**src/rtl/alu_pkg.sv**
```systemverilog
// Shared types and constants for the ALU control / multiply-divide slice.
package alu_pkg;

  localparam logic [3:0] ALU_AND = 4'd0;
  localparam logic [3:0] ALU_OR  = 4'd1;
  localparam logic [3:0] ALU_ADD = 4'd2;
  localparam logic [3:0] ALU_SUB = 4'd6;
  localparam logic [3:0] ALU_SLT = 4'd7;
  localparam logic [3:0] ALU_NOR = 4'd12;
  localparam logic [3:0] ALU_BAD = 4'd15;

  typedef enum logic [1:0] {
    OP_ADD   = 2'b00,
    OP_SUB   = 2'b01,
    OP_RTYPE = 2'b10,
    OP_OR    = 2'b11
  } alu_op_e;

  typedef enum logic [1:0] {
    RES_ALU = 2'b00,
    RES_HI  = 2'b01,
    RES_LO  = 2'b10
  } res_sel_e;

  typedef enum logic [1:0] {
    MD_IDLE,
    MD_MUL,
    MD_DIV,
    MD_FIX
  } md_state_e;

  localparam logic [5:0] F_MFHI  = 6'h10;
  localparam logic [5:0] F_MTHI  = 6'h11;
  localparam logic [5:0] F_MFLO  = 6'h12;
  localparam logic [5:0] F_MTLO  = 6'h13;
  localparam logic [5:0] F_MULT  = 6'h18;
  localparam logic [5:0] F_MULTU = 6'h19;
  localparam logic [5:0] F_DIV   = 6'h1A;
  localparam logic [5:0] F_DIVU  = 6'h1B;
  localparam logic [5:0] F_ADD   = 6'h20;
  localparam logic [5:0] F_ADDU  = 6'h21;
  localparam logic [5:0] F_SUB   = 6'h22;
  localparam logic [5:0] F_SUBU  = 6'h23;
  localparam logic [5:0] F_AND   = 6'h24;
  localparam logic [5:0] F_OR    = 6'h25;
  localparam logic [5:0] F_NOR   = 6'h27;
  localparam logic [5:0] F_SLT   = 6'h2A;

  function automatic logic is_md_funct(input logic [5:0] f);
    return (f >= F_MULT) && (f <= F_DIVU);
  endfunction

  function automatic logic is_hilo_funct(input logic [5:0] f);
    return ((f >= F_MFHI) && (f <= F_MTLO)) || is_md_funct(f);
  endfunction

  function automatic logic is_known_funct(input logic [5:0] f);
    return is_hilo_funct(f) || (f == F_ADD) || (f == F_ADDU) || (f == F_SUB) ||
           (f == F_SUBU) || (f == F_AND) || (f == F_OR) || (f == F_NOR) || (f == F_SLT);
  endfunction

endpackage

```
**src/rtl/md_iter.sv**
```systemverilog
// Iterative one-bit-per-cycle multiply/divide datapath owning the HI/LO registers.
module md_iter
  import alu_pkg::*;
#(
  parameter int unsigned WIDTH = 32
) (
  input  logic             clk,
  input  logic             rst_n,
  input  logic             start,
  input  logic [1:0]       op,
  input  logic [WIDTH-1:0] a,
  input  logic [WIDTH-1:0] b,
  input  logic             wr_hi,
  input  logic             wr_lo,
  input  logic [WIDTH-1:0] wr_data,
  output logic [WIDTH-1:0] hi,
  output logic [WIDTH-1:0] lo,
  output logic             busy,
  output logic             done,
  output logic             dbz
);

  localparam int unsigned CNTW = $clog2(WIDTH);

  md_state_e          r_state, w_next;
  logic [2*WIDTH-1:0] r_acc;
  logic [WIDTH-1:0]   r_opb, r_hi, r_lo;
  logic [CNTW-1:0]    r_cnt;
  logic               r_is_div, r_zero_op, r_neg_lo, r_neg_hi, r_dbz;

  logic               w_signed, w_a_neg, w_b_neg, w_b_zero, w_last;
  logic [WIDTH-1:0]   w_a_abs, w_b_abs;
  logic [WIDTH:0]     w_sum, w_shift, w_trial;
  logic [2*WIDTH-1:0] w_div_nxt, w_prod_fix;

  // op[1] selects divide, op[0] selects the unsigned variant
  assign w_signed = ~op[0];
  assign w_a_neg  = w_signed & a[WIDTH-1];
  assign w_b_neg  = w_signed & b[WIDTH-1];
  assign w_a_abs  = w_a_neg ? (~a + 1'b1) : a;
  assign w_b_abs  = w_b_neg ? (~b + 1'b1) : b;
  assign w_b_zero = (b == '0);
  assign w_last   = (r_cnt == CNTW'(WIDTH - 1));

  assign w_sum   = {1'b0, r_acc[2*WIDTH-1:WIDTH]} + (r_acc[0] ? {1'b0, r_opb} : '0);
  // Restoring step: upper half is the partial remainder, lower half shifts quotient bits in
  assign w_shift = r_acc[2*WIDTH-1:WIDTH-1];
  assign w_trial = w_shift - {1'b0, r_opb};
  assign w_div_nxt = w_trial[WIDTH] ? {w_shift[WIDTH-1:0], r_acc[WIDTH-2:0], 1'b0}
                                    : {w_trial[WIDTH-1:0], r_acc[WIDTH-2:0], 1'b1};
  assign w_prod_fix = r_neg_lo ? (~r_acc + 1'b1) : r_acc;

  always_ff @(posedge clk or negedge rst_n) begin
    if (!rst_n) r_state <= MD_IDLE;
    else        r_state <= w_next;
  end

  always_comb begin
    w_next = r_state;
    case (r_state)
      MD_IDLE: if (start) w_next = op[1] ? (w_b_zero ? MD_FIX : MD_DIV) : MD_MUL;
      MD_MUL:  if (w_last) w_next = MD_FIX;
      MD_DIV:  if (w_last) w_next = MD_FIX;
      default: w_next = MD_IDLE;
    endcase
  end

  always_comb begin
    busy = (r_state != MD_IDLE);
    done = (r_state == MD_FIX);
  end

  always_ff @(posedge clk or negedge rst_n) begin
    if (!rst_n) begin
      r_acc     <= '0;
      r_opb     <= '0;
      r_cnt     <= '0;
      r_hi      <= '0;
      r_lo      <= '0;
      r_is_div  <= 1'b0;
      r_zero_op <= 1'b0;
      r_neg_lo  <= 1'b0;
      r_neg_hi  <= 1'b0;
      r_dbz     <= 1'b0;
    end else begin
      if (wr_hi) r_hi <= wr_data;
      if (wr_lo) r_lo <= wr_data;
      case (r_state)
        MD_IDLE: if (start) begin
          r_cnt     <= '0;
          r_is_div  <= op[1];
          r_zero_op <= op[1] & w_b_zero;
          r_dbz     <= 1'b0;
          r_opb     <= w_b_abs;
          r_neg_lo  <= w_a_neg ^ w_b_neg;
          r_neg_hi  <= op[1] ? w_a_neg : (w_a_neg ^ w_b_neg);
          r_acc     <= (op[1] & w_b_zero) ? {a, {WIDTH{1'b1}}} : {{WIDTH{1'b0}}, w_a_abs};
        end
        MD_MUL: begin
          r_acc <= {w_sum, r_acc[WIDTH-1:1]};
          r_cnt <= r_cnt + 1'b1;
        end
        MD_DIV: begin
          r_acc <= w_div_nxt;
          r_cnt <= r_cnt + 1'b1;
        end
        default: begin
          if (r_zero_op) begin
            r_hi  <= r_acc[2*WIDTH-1:WIDTH];
            r_lo  <= r_acc[WIDTH-1:0];
            r_dbz <= 1'b1;
          end else if (r_is_div) begin
            r_lo <= r_neg_lo ? (~r_acc[WIDTH-1:0] + 1'b1) : r_acc[WIDTH-1:0];
            r_hi <= r_neg_hi ? (~r_acc[2*WIDTH-1:WIDTH] + 1'b1) : r_acc[2*WIDTH-1:WIDTH];
          end else begin
            r_hi <= w_prod_fix[2*WIDTH-1:WIDTH];
            r_lo <= w_prod_fix[WIDTH-1:0];
          end
        end
      endcase
    end
  end

  assign hi  = r_hi;
  assign lo  = r_lo;
  assign dbz = r_dbz;

endmodule

```
**src/rtl/alu_control_md.sv**
```systemverilog
// ALU control decode with HI/LO hazard stall and iterative mult/div.
// Optional ALU_CTRL_ILLEGAL_EN adds the registered illegal_op flag.
module alu_control_md
  import alu_pkg::*;
#(
  parameter int unsigned WIDTH = 32,
  parameter int unsigned CW    = 4
) (
  input  logic             clk,
  input  logic             rst_n,
  input  logic             valid_in,
  input  logic [1:0]       alu_op,
  input  logic [5:0]       funct,
  input  logic [WIDTH-1:0] rs_data,
  input  logic [WIDTH-1:0] rt_data,
  output logic             stall,
  output logic [CW-1:0]    control_input,
  output logic             ctrl_valid,
  output logic [1:0]       res_sel,
  output logic [WIDTH-1:0] hi_out,
  output logic [WIDTH-1:0] lo_out,
  output logic             md_busy,
  output logic             md_done,
  output logic             div_by_zero
`ifdef ALU_CTRL_ILLEGAL_EN
  ,
  output logic             illegal_op
`endif
);

  logic          w_rtype, w_accept, w_start, w_wr_hi, w_wr_lo, w_busy;
  logic [3:0]    w_code;
  res_sel_e      w_sel;
  logic [CW-1:0] r_ctrl;
  logic          r_valid;
  res_sel_e      r_res_sel;

  assign w_rtype  = (alu_op_e'(alu_op) == OP_RTYPE);
  assign stall    = w_busy & valid_in & w_rtype & is_hilo_funct(funct);
  assign w_accept = valid_in & ~stall;
  assign w_start  = w_accept & w_rtype & is_md_funct(funct);
  assign w_wr_hi  = w_accept & w_rtype & (funct == F_MTHI);
  assign w_wr_lo  = w_accept & w_rtype & (funct == F_MTLO);

  always_comb begin
    w_code = ALU_ADD;
    w_sel  = RES_ALU;
    case (alu_op_e'(alu_op))
      OP_ADD: w_code = ALU_ADD;
      OP_SUB: w_code = ALU_SUB;
      OP_OR:  w_code = ALU_OR;
      default: begin
        case (funct)
          F_ADD, F_ADDU: w_code = ALU_ADD;
          F_SUB, F_SUBU: w_code = ALU_SUB;
          F_AND:         w_code = ALU_AND;
          F_OR:          w_code = ALU_OR;
          F_NOR:         w_code = ALU_NOR;
          F_SLT:         w_code = ALU_SLT;
          F_MFHI:        w_sel  = RES_HI;
          F_MFLO:        w_sel  = RES_LO;
          F_MTHI, F_MTLO, F_MULT, F_MULTU, F_DIV, F_DIVU: w_code = ALU_ADD;
          default:       w_code = ALU_BAD;
        endcase
      end
    endcase
  end

  always_ff @(posedge clk or negedge rst_n) begin
    if (!rst_n) begin
      r_ctrl    <= '0;
      r_valid   <= 1'b0;
      r_res_sel <= RES_ALU;
    end else begin
      r_valid <= w_accept;
      if (w_accept) begin
        r_ctrl    <= CW'(w_code);
        r_res_sel <= w_sel;
      end
    end
  end

`ifdef ALU_CTRL_ILLEGAL_EN
  logic r_illegal;
  always_ff @(posedge clk or negedge rst_n) begin
    if (!rst_n) r_illegal <= 1'b0;
    else        r_illegal <= w_accept & w_rtype & ~is_known_funct(funct);
  end
  assign illegal_op = r_illegal;
`endif

  md_iter #(.WIDTH(WIDTH)) u_md (
    .clk     (clk),
    .rst_n   (rst_n),
    .start   (w_start),
    .op      (funct[1:0]),
    .a       (rs_data),
    .b       (rt_data),
    .wr_hi   (w_wr_hi),
    .wr_lo   (w_wr_lo),
    .wr_data (rs_data),
    .hi      (hi_out),
    .lo      (lo_out),
    .busy    (w_busy),
    .done    (md_done),
    .dbz     (div_by_zero)
  );

  assign md_busy       = w_busy;
  assign control_input = r_ctrl;
  assign ctrl_valid    = r_valid;
  assign res_sel       = r_res_sel;

endmodule

```
**config.mk**
```make
export PLATFORM = sky130hd
export DESIGN_NAME = alu_control_md
export DESIGN_NICKNAME = d
export VERILOG_FILES = /design/src/rtl/alu_pkg.sv /design/src/rtl/md_iter.sv /design/src/rtl/alu_control_md.sv
export SDC_FILE = /design/constraint.sdc
export NUM_CORES = 1
export LEC_CHECK = 0
export CORE_MARGIN = 2
export CORE_UTILIZATION = 35
export CTS_BUF_LIST = sky130_fd_sc_hd__clkbuf_8
export CTS_CLUSTER_SIZE = 12
export DETAILED_ROUTE_END_ITERATION = 6
export MAX_ROUTING_LAYER = met4
export SYNTH_ARGS = -nofsm -noshare
export SYNTH_HDL_FRONTEND = slang
export SYNTH_SLANG_ARGS = --single-unit
```
**constraint.sdc**
```tcl
create_clock -name clk -period 7.8 [get_ports clk]
set_input_delay 1.17 -clock clk [delete_from_list [all_inputs] [get_ports clk]]
set_output_delay 1.17 -clock clk [all_outputs]
set_load 0.05 [all_outputs]
```
### Yosys cells after proc, flatten, opt, wreduce, memory -nomap -nowiden

Cells that the tools add are included.

* register bits: 179
* logic and storage cells: 126

* $add $sub $neg: 8
* magnitude comparators: 4
* eq/ne operators: 27
* mux-type cells: 33
* bitwise logic cells: 20
* reduce and logical (&&, ||, !) cells: 20

Operator list (number)
* two-way mux 32 bit: 13
* two-way mux 64 bit: 4
* one-hot mux 64 bit (3 select lines): 1
* adder 32 x 1 -> 32 bit, second input constant: 4
* NOT 32 bit: 4
* adder 64 x 1 -> 64 bit, second input constant: 1
* NOT 64 bit: 1
* equality test 6 x 5 -> 1 bit, second input constant: 8
* equality test 6 bit, second input constant: 8
* adder 32 x 33 -> 33 bit: 1
* subtractor 33 x 32 -> 33 bit: 1
* zero test 32 bit: 1
* one-hot mux 4 bit (6 select lines): 1
* greater-or-equal comparator 6 x 5 -> 1 bit, second input constant: 2
* less-or-equal comparator 6 x 5 -> 1 bit, second input constant: 2
* one-hot mux 4 bit (3 select lines): 1
* bitwise AND 1 bit: 11
* one-hot mux 5 bit (2 select lines): 1
* OR reduction 10 bit: 1
* equality test 2 bit, second input constant: 4
* two-way mux 2 bit: 4
* != test 2 x 1 -> 1 bit, second input constant: 4
* one-hot mux 2 bit (2 select lines): 2
* AND reduction 2 bit: 4
* other kinds (16): 28

### Depth between registers and ports, before layout

* depth after elaboration: 10
* gate-level depth with buffers: 16
* mapped depth without buffers: 14

### Modules after synthesis

From an unflattened synthesis, not the netlist that was laid out.

* cell total of the unflattened synthesis: 1986
* area total of the unflattened synthesis: 15879.0 sq um

By module, submodules not included
* md_iter: times used 1, cells an instance 1934, area each 15388.5 sq um, sequential area each 4304.1 sq um
* alu_control_md: times used 1, cells an instance 52, area each 490.5 sq um, sequential area each 175.2 sq um

### Least setup slack after synthesis

OpenSTA, ideal clock, no wires.

* kind: register to register
* start: reg u_md.r_acc[0]
* end: reg u_md.r_acc[61]
* setup time: 82 ps
* arrival time: 3444 ps
* required time: 7718 ps
* path slack: 4275 ps
* stages on the path, launching flop included: 16
* period minus slack after synthesis: 3525 ps
* cells stage by stage: dfrtp_1 -> clkbuf_1 -> inv_1 -> clkbuf_1 -> nor2_1 -> ha_1 -> clkbuf_1 -> nand3_1 -> nor3_1 -> o21ai_0 -> a21boi_0 -> a311oi_1 -> o211ai_1 -> or4b_2 -> o311a_1 -> a31oi_1

* cells in the longest elaborated chain, start to end: 3

RTL lines
* start: declaration: line md_iter.sv:26 `logic [2*WIDTH-1:0] r_acc;`
* start signal: assignment: line md_iter.sv:97 `r_acc <= (op[1] & w_b_zero) ? {a, {WIDTH{1'b1}}} : {{WIDTH{1'b0}}, w_a_abs};`
* start signal: assignment: line md_iter.sv:100 `r_acc <= {w_sum, r_acc[WIDTH-1:1]};`
* start signal: assignment: line md_iter.sv:104 `r_acc <= w_div_nxt;`
* two-way mux 32 bit: line md_iter.sv:45 `assign w_sum = {1'b0, r_acc[2*WIDTH-1:WIDTH]} + (r_acc[0] ? {1'b0, r_opb} : '0);`
* adder 32 x 33 -> 33 bit: line md_iter.sv:45
* one-hot mux 64 bit (3 select lines): line md_iter.sv:88 `case (r_state)`

No other way between the ends.
A chain may end at the register's enable or synchronous reset.

### Worst setup path in the final report

Same ends and word-level chain as after synthesis.

==> results by group <==
Routing
  • DR pass1 iterations: 5
  • # DRC: 0
  • Iter 0 DRT Violations: around 1400
  • Via count: roughly 15000
  • WL/cell: 20.0 um
  • Detail Route Antenna Nets: 0
  • Vias per cell: roughly 5.7
  • Routed Wire Length: 51.8 mm

Clock network
  • Clock transition at the registers of the reported paths: approximately 0.12 ns
  • Clock sinks: between 150 and 200
  • CTS tree: yes
  • Clk buf depth: 2
  • Cts bufs inserted: 17
  • Worst skew pair latency: about 0.54 ns
  • Post-CTS sizing: 0
  • Postcts setup bufs: 0
  • Root Driver: clkbuf_8
  • Hold buffers post-CTS: 0
  • H-tree levels: 4

Power and ir drop
  • P per Cell Area: approximately 420 nW/um2
  • Final total power: approximately 7400 uW
  • Comb pwr share: about 66%
  • Clock power share: under 10%
  • Peak supply drop: roughly 0.00022 V
  • Sw Share: between 50% and 60%
  • Internal: ~3400 uW
  • Flop pwr share: between 20 and 30%
  • P_sw: 3980 uW
  • Leakage: 0.00730 uW

Worst hold path
  • Hold Startpoint: u_md.r_opb[16]$_DFFE_PN0P_
  • Hold Path Class: reg2reg
  • Hold path depth: 2
  • WHS Endpoint: u_md.r_opb[16]$_DFFE_PN0P_

Die
  • Core area: 43900 um2
  • Number of top-level pins: 150
  • Die area: approximately 46000 um2
  • Die width: between 200 and 250 um
  • Die H: approximately 210 um
  • Row Count: 77
  • Initial core utilization: between 30% and 40%

Layout
  • Fin cells: 2595
  • Multi-input logic area: roughly 10000 um2
  • Fill cell instance count of the final layout: 4528
  • Layout cells sized above 1: under 10%
  • Post-layout net count: between 2000 and 2500
  • # diodes: 0
  • Synth-to-layout area growth: 14.6%
  • Post-layout util: about two fifths
  • Register area: between 4000 and 5000 um2

STA
  • Setup WS post-layout: about 3.2 ns
  • Worst-Margin Slew: 1.09 ns
  • Final worst-path cycle share: 59.3%
  • TNS Setup: 0 ns
  • Final setup viols: 0
  • RSZ-0062 raised after global routing: false
  • Worst slew margin: 27.0%
  • Hold Fails Final Rpt: 0
  • Final min period: 4.62 ns
  • Final Slew Violations: 0
  • Clock Skew: 0.0211 ns
  • FMAX: 0.216 GHz

Logic synthesis
  • Flop and latch count out of synthesis: between 150 and 200
  • Average cell area after synthesis: 7.98 um2
  • Number of flops mapped to enable cells by yosys: 0
  • Mapped Area: 15500 um2
  • Post-Synthesis Cells: between 1500 and 2000
  • Synth Flop Type: dfrtp_1
  • Ys Warns: 0
  • Seq/Total Area, Yosys: 28.9%
  • Count of different cell masters after synthesis: 80
  • Post-Syn Nets: around 2100
  • Asr flop ratio synth: between 90% and 100%

GRT
  • Pin count of the biggest net entering global routing: a little over 100
  • Initial antenna violation count: 0
  • Number of global-route vias before repair: 14300
  • GRT Overall Usage: a little under a quarter
  • First-pass GRT wire length: 82.5 mm
  • Grt ovf: 0

Placed design
  • Post-detail-place hpwl: between 30 and 40 mm
  • Placer Congestion: between 0.9 and 1
  • Place WS: around 3.1 ns
  • Placed Cells: 2563
  • Number of port buffers: about 150

Worst setup path
  • R2r startpoint: u_md.r_acc[0]$_DFFE_PN0P_
  • Bufs and invs on worst path: 1
  • Crit-path max FO: 32
  • Max stage delay on crit path: 0.85 ns
  • Crit. End Element: flop
  • Slowest cell on crit path: inv_1
  • Kind of start point of the critical path: flop
  • Setup slack, reg-to-reg: roughly 3.2 ns
  • R2R Path End: u_md.r_acc[61]$_DFFE_PN0P_
  • Crit Path Class: reg2reg
  • Worst Path Required: 8.25 ns
  • CP Data Arrival Time: a little over 5 ns
  • CP cell instances: inv_1 > nor2_1 > ha_1 > nand3_1 > nor3_1 > o21ai_0 > a21boi_0 > a311oi_1 > o211ai_1 > or4b_2 > o311a_1 > a31oi_1
  • CP top delay family: compound AO/OA/AOI/OAI gates
  • Reg2Reg Depth: 12

Run status
  • Outcome: finished, final reports clean

Run
  • Max Cap Viol: 0
## state kept, by name, summed over array words and instances, names as in the netlist, 2 cells and up
name,cells
u_md.r_acc,64
u_md.r_opb,32
u_md.r_cnt,5
u_md.hi,32
res_sel,2
u_md.r_state,2
u_md.lo,32
control_input,4
## worst register-to-register path: cells and delay by family, from the launching register on
family | cells | cell delay (ns)
AO/OA/AOI/OAI | 6 | 1.50
adder cells (fa/ha/maj) | 1 | 0.47
buffers and inverters | 1 | 0.85
flip-flops | 1 | 0.54
AND/OR/NAND/NOR | 4 | 1.17
## layout make-up
| cell class | instances | share of cell area (%) |
|---|---|---|
| Clock buffer | 18 | 1.40 |
| Clock inverter | 14 | 0.740 |
| Inverter | 68 | 1.44 |
| Multi-Input combinational cell | 1553 | 57.7 |
| Sequential cell | 179 | 25.2 |
| Tap cell | 592 | 4.17 |
| Timing Repair Buffer | 171 | 9.34 |
## how the worst max path moves through the flow
stage / startpoint / endpoint / slack [ns] / cells past startpoint
final: u_md.r_acc[0]$_DFFE_PN0P_ / u_md.r_acc[61]$_DFFE_PN0P_ / 3.18 / 12
after global routing: u_md.r_acc[0]$_DFFE_PN0P_ / u_md.r_acc[61]$_DFFE_PN0P_ / 2.90 / 12
after detailed placement: rt_data[9] / u_md.r_acc[1]$_DFFE_PN0P_ / 3.09 / 10
after CTS: u_md.r_acc[0]$_DFFE_PN0P_ / u_md.r_acc[61]$_DFFE_PN0P_ / 3.24 / 12
after floorplan: u_md.r_acc[0]$_DFFE_PN0P_ / u_md.r_acc[61]$_DFFE_PN0P_ / 4.27 / 15
after global placement: rt_data[1] / u_md.r_acc[1]$_DFFE_PN0P_ / 3.16 / 12
## cells in the mapped netlist, drive strengths merged (4+ instances only)
| library cell | instances | area (um2) |
|---|---|---|
| and2 | 16 | 101 |
| or4 | 15 | 120 |
| o21ai | 164 | 836 |
| and3 | 13 | 81.3 |
| nand4 | 11 | 68.8 |
| nor4 | 22 | 153 |
| a22o | 4 | 35.0 |
| o31ai | 25 | 203 |
| a211oi | 26 | 195 |
| nor3b | 7 | 52.6 |
| nand2b | 23 | 144 |
| xor2 | 71 | 622 |
| nand2 | 198 | 753 |
| a21o | 53 | 398 |
| a31oi | 27 | 169 |
| nand3 | 27 | 135 |
| dfrtp | 179 | 4480 |
| nor2b | 19 | 119 |
| a22oi | 36 | 270 |
| a31o | 4 | 35.0 |
| o21bai | 11 | 86.3 |
| o211ai | 17 | 128 |
| or3 | 10 | 62.6 |
| or2 | 4 | 25.0 |
| mux2i | 60 | 601 |
| o22ai | 4 | 25.0 |
| inv | 68 | 255 |
| nor2 | 162 | 608 |
| nor3 | 48 | 240 |
| clkbuf | 125 | 470 |
| a221oi | 52 | 455 |
| xnor2 | 105 | 920 |
| mux2 | 18 | 203 |
| a21oi | 159 | 796 |
| o31a | 5 | 43.8 |
| o41ai | 11 | 111 |
| ha | 74 | 926 |
| o21a | 9 | 67.6 |
| buf | 15 | 78.8 |
## cell families after synthesis
group | synth area share, %
buffers and inverters | 5.19
adders and majority gates | 6.24
and+or+nand+nor | 17.9
muxes | 5.19
xor gates and xnor gates | 9.95
AOI/OAI and AO/OA | 26.6
DFF | 28.9
## stage by stage
step,hold slack [ns],area [um2]
after floorplan,0.445,15500
after global placement,0.459,17400
after detailed placement,0.467,17400
after CTS,0.492,17800
after global routing,0.522,17800
final,0.486,17800
## routing by layer
layer,wire [um],global-route usage [%],share of wire [%]
met5,0,-,0
met4,1180,6.44,2.3
met2,23500,35.5,45
met3,2870,3.32,5.5
met1,24300,31.8,47
## cells in the final DEF, fill, tap and decap left out, types with 26 or more instances in the layout
cell             count
a211oi_1            26
a21o_1              53
a21oi_1            159
a221oi_1            52
a22oi_1             36
a31oi_1             27
clkdlybuf4s50_1    148
dfrtp_1            179
ha_1                70
inv_1               70
mux2i_1             60
nand2_1            196
nand3_1             26
nor2_1             160
nor3_1              48
o21ai_0            153
xnor2_1            105
xor2_1              70
## power by group through the flow
stage | Clock, uW | Sequential, uW | Combinational [uW]
detailed placement | 0 | 1860 | 4800
CTS | 678 | 1840 | 4820
global route | 719 | 1910 | 5280
floorplan | 0 | 2190 | 3040
global placement | 0 | 1860 | 4760
finish | 660 | 1860 | 4860
No activity file was read; power rests on OpenSTA's default activity.
